===== src/rtl/neuron_mac.sv =====
// neuron_mac: single-neuron multiply-accumulate with bias, saturation and activation for the ELM hidden layer.
// Define RELU_EN to select ReLU activation; otherwise the saturated result passes through unchanged.
module neuron_mac #(
    parameter int numWeight    = 784,
    parameter int addressWidth = 10,
    parameter int dataWidth    = 16,
    parameter int fracBits     = 8
) (
    input  logic                        clk,
    input  logic                        rst_n,
    input  logic signed [dataWidth-1:0] myinput,
    input  logic                        myinputValid,
    input  logic signed [dataWidth-1:0] bias,
    output logic                        weight_ren,
    output logic [addressWidth:0]       weight_raddr,
    input  logic signed [dataWidth-1:0] weight_rdata,
    output logic signed [dataWidth-1:0] out,
    output logic                        outvalid
);
    localparam int PW = 2 * dataWidth;
    localparam int AW = 2 * dataWidth + addressWidth + 1;
    localparam logic [addressWidth:0] LAST = (addressWidth + 1)'(numWeight - 1);
    localparam logic [addressWidth:0] ONE  = (addressWidth + 1)'(1);
    localparam logic signed [AW-1:0] SMAX = {{(AW - dataWidth + 1){1'b0}}, {(dataWidth - 1){1'b1}}};
    localparam logic signed [AW-1:0] SMIN = ~SMAX;

    typedef enum logic {ACCUM, FINISH} state_t;

    state_t                      state, state_nxt;
    logic signed [dataWidth-1:0] x_d;
    logic                        v1, v2;
    logic signed [PW-1:0]        prod;
    logic signed [AW-1:0]        acc, prod_x, bias_x, sum, r;
    logic [addressWidth:0]       tcnt;
    logic                        done, fin;
    logic signed [dataWidth-1:0] sat, act;

    assign weight_ren = myinputValid;
    assign prod_x     = {{(AW - PW){prod[PW-1]}}, prod};
    assign bias_x     = {{(AW - dataWidth){bias[dataWidth-1]}}, bias};
    assign done       = v2 && tcnt == LAST;

    always_comb begin
        fin       = state == FINISH;
        state_nxt = fin ? ACCUM : (done ? FINISH : ACCUM);
        sum       = acc + (bias_x <<< fracBits);
        r         = sum >>> fracBits;
        sat       = r > SMAX ? SMAX[dataWidth-1:0] : (r < SMIN ? SMIN[dataWidth-1:0] : r[dataWidth-1:0]);
`ifdef RELU_EN
        act       = sat[dataWidth-1] ? '0 : sat;
`else
        act       = sat;
`endif
    end

    always_ff @(posedge clk or negedge rst_n) begin
        if (!rst_n) begin
            state        <= ACCUM;
            weight_raddr <= '0;
            x_d          <= '0;
            v1           <= 1'b0;
            prod         <= '0;
            v2           <= 1'b0;
            acc          <= '0;
            tcnt         <= '0;
            out          <= '0;
            outvalid     <= 1'b0;
        end else begin
            state <= state_nxt;
            if (myinputValid) begin
                weight_raddr <= weight_raddr == LAST ? '0 : weight_raddr + ONE;
                x_d          <= myinput;
            end
            v1   <= myinputValid;
            prod <= PW'(x_d) * PW'(weight_rdata);
            v2   <= v1;
            // FINISH restarts the accumulator with any term already in flight
            if (fin)
                acc <= v2 ? prod_x : '0;
            else if (v2)
                acc <= acc + prod_x;
            if (v2)
                tcnt <= done ? '0 : tcnt + ONE;
            outvalid <= fin;
            if (fin)
                out <= act;
        end
    end
endmodule


===== config.mk =====
export PLATFORM = sky130hd
export DESIGN_NAME = neuron_mac
export DESIGN_NICKNAME = d
export VERILOG_FILES = /design/src/rtl/neuron_mac.sv
export SDC_FILE = /design/constraint.sdc
export NUM_CORES = 1
export LEC_CHECK = 0
export ABC_AREA = 1
export CAP_MARGIN = 10
export CORE_MARGIN = 2
export CORE_UTILIZATION = 24
export CTS_BUF_LIST = sky130_fd_sc_hd__clkbuf_16
export DETAILED_ROUTE_END_ITERATION = 12
export GPL_TIMING_DRIVEN = 0
export HOLD_SLACK_MARGIN = 0.02
export PLACE_DENSITY_LB_ADDON = 0.08
export SLEW_MARGIN = 20
export SYNTH_ARGS = -nofsm -noshare
export SYNTH_HDL_FRONTEND = slang
export SYNTH_SLANG_ARGS = --single-unit

===== constraint.sdc =====
create_clock -name clk -period 9.34 [get_ports clk]
set_input_delay 1.868 -clock clk [delete_from_list [all_inputs] [get_ports clk]]
set_output_delay 1.868 -clock clk [all_outputs]
set_load 0.02 [all_outputs]

==> metrics.txt <==
top-count cell post-synth nand2_1; Hold Vio Cnt, Final 0; setup TNS 0 ns; ANT cells 0; port buffer count 64; syn nets 3401; Max Fclk 119 MHz; initial core utilization 24.2%; worst hold path class flop to flop; Detailed Place HPWL 62800 um; Cells after Synth 2926; RSZ-0062 raised after global routing no; vias 17951; Starting DRT DRC Count 692; dominant synthesized flop cell dfrtp_1; Worst Path Max Fanout 10; Post-DRT Antenna Nets 0; Setup Buffers After CTS 0; main combinational cell family by area after synthesis adder cells; worst setup margin 0.971 ns; Post-Syn Area 21100 um^2; CP arrival 8.72 ns; startpoint types primary input; WL/cell 17.6 um; Critical Path End Type flop; Setup-failing EPs final 0; Synth async-reset ratio 100%; most frequent CP cell fa_1; CTS buffer count 17; clk buf depth 2; chip height 300 um; Post-synth EDFFs 0; first-pass GRT wire length 114000 um; GRT overflow 0; clk root buf clkbuf_16; # Max-Cap Violations 0; mux cell area share after synthesis 0%; Die Wd 300 um; Cell Chain, Critical Path clkbuf_1, clkbuf_1, nand2_1, fa_1, inv_1, fa_1, fa_1, fa_1, fa_1, inv_1, fa_1, inv_1, ha_1, a21oi_1, inv_1, a31oi_1, o221a_2, o211ai_1, nand2_1, nand2_1, nand2_1, nand2_1, xor2_1; Final GP Congestion 0.896; XOR/XNOR Fraction of Synth Area 3.32%; Clk pin slew, worst setup/hold paths 0.07 ns; DRC Markers 0; clk sink count 133; Multi-input gate area 14800 um^2; pin count of the biggest net entering global routing 78; # fillers 9654; Vias/cell 4.30; synth unique cells 52; post-synth top area cell fa_1; Worst Skew 0.0243 ns; Synth Area in Simple Gates 23.7%; min Tclk post-route 8.37 ns; DRT Pass-1 Iters 5; fin. max-slew vios 0; final wirelength 73400 um; Area contributors post-synth fa_1 25%, dfrtp_1 16%, nand2_1 13%; register area share after synthesis 15.8%; Post-Synth Adder-Cell Area 34.6%; outcome finished, final reports clean; Layout Nets 3485; row cnt 108; hold-fix buffers at CTS 0; storage element area 3330 um^2; syn avg cell area 7.20 um^2; die area 90100 um^2; critical path required time 9.69 ns; CTS H-tree depth 4; CTS tree built; Synth Area in Compound Gates 8.62%; synth cell count leaders 754 x nand2_1, 672 x inv_1, 264 x fa_1, 209 x nor2_1, 160 x ha_1; pre-CTS setup slack 0.370 ns; CP Class primary input to flop; Ports 80; vias in the first global route 19411; Tot GR Track Use 16.8%; CP max stage cell fa_1; top cell type's share of synthesized area 25.1%; YS warnings 0; Yosys reg bits 133; Worst-Skew Late Latency 0.50 ns; slew margin rel. 24.2%; core footprint 86900 um^2; Tcrit/Tclk final 89.6%; Area growth syn-to-layout 12.7%; Slew @ Worst Pin 1.12 ns; fraction of layout cells with a size suffix above 1 4.27%; initial antenna violation count 0; post-CTS sizing 0; Max stage delay on crit path 1.06 ns
[sequential cells by signal, summed over array words and instances, names as in the netlist]
register      count
acc              43
fin               1
out              16
outvalid          1
prod             32
tcnt             11
v1                1
v2                1
weight_raddr     11
x_d              16
[critical path, delay by kind of cell]
| kind | cells | cell delay (ns) |
|---|---|---|
| xor gates and xnor gates | 1 | 0.13 |
| and+or+nand+nor | 5 | 0.51 |
| AOI/OAI and AO/OA | 4 | 0.95 |
| buffers and inverters | 6 | 1.12 |
| adders and majority gates | 7 | 4.13 |
[cell type report]
cell class              instances  share of cell area [%]
clock inverters                15                   0.548
inverters                     684                    10.8
flip-flops and latches        133                    14.0
plain buffers                  91                    1.56
repair buffers                 65                    2.84
well taps                    1155                    6.09
multi-input cells            2018                    62.3
clock buffers                  17                    1.79
[path summary, 6_finish.rpt]
path	end	slack (ns)	depth (start not counted)	startpoint
max	prod[31]$_DFF_PN0_	0.97	23	weight_rdata[5]
max reg2reg	prod[31]$_DFF_PN0_	1.99	23	x_d[15]$_DFFE_PN0P_
min	v2$_DFF_PN0_	0.37	0	v1$_DFF_PN0_
min reg2reg	v2$_DFF_PN0_	0.37	0	v1$_DFF_PN0_
max in group asynchronous	prod[29]$_DFF_PN0_	7.24	2	rst_n
min in group asynchronous	out[2]$_DFFE_PN0P_	1.30	1	rst_n
[cells by family after synthesis]
logic type	after synthesis
AO/OA/AOI/OAI	324
XOR/XNOR	79
flip-flops	133
adder cells (fa/ha/maj)	424
buffers and inverters	775
AND/OR/NAND/NOR	1191
[stage by stage]
stage          std cells  util [%]  hold slack (ns)  instance area [um^2]
2_1_floorplan       2926         -            0.331                 21100
3_3_place_gp        4145      26.6            0.345                 23100
3_5_place_dp        4146      26.7            0.349                 23200
4_1_cts             4178      27.3            0.365                 23700
5_1_grt             4178      27.3            0.371                 23700
6_report            4178      27.3            0.369                 23700
[cells in the final DEF, fill, tap and decap left out, types with 11 or more instances in the layout]
| cell | n |
|---|---|
| fa_1 | 264 |
| ha_1 | 160 |
| nor2_1 | 209 |
| a21oi_1 | 124 |
| nand2_2 | 26 |
| nand2_1 | 754 |
| xor2_1 | 46 |
| o21bai_1 | 14 |
| a31oi_1 | 19 |
| clkdlybuf4s50_1 | 63 |
| clkbuf_1 | 84 |
| xnor2_1 | 32 |
| nor4_1 | 13 |
| o21ai_0 | 124 |
| dfrtp_1 | 133 |
| inv_2 | 11 |
| clkbuf_16 | 17 |
| inv_1 | 672 |
| nor3_1 | 17 |
| nand3_1 | 94 |
| nor2_2 | 15 |
| nand4_1 | 18 |
[per-layer routing]
metal  global-route usage (%)  up-vias  routed length, um
met5                        0        -                  0
met4                     4.79        0               1780
met3                     1.79       77               1440
met2                     30.7      234              37100
met1                     20.7     8658              33100
li1                         -     8982                  -
Power is left out: the tool's default activity adds up to more than one toggle a clock period on the data nets, which glitch-free logic cannot reach.
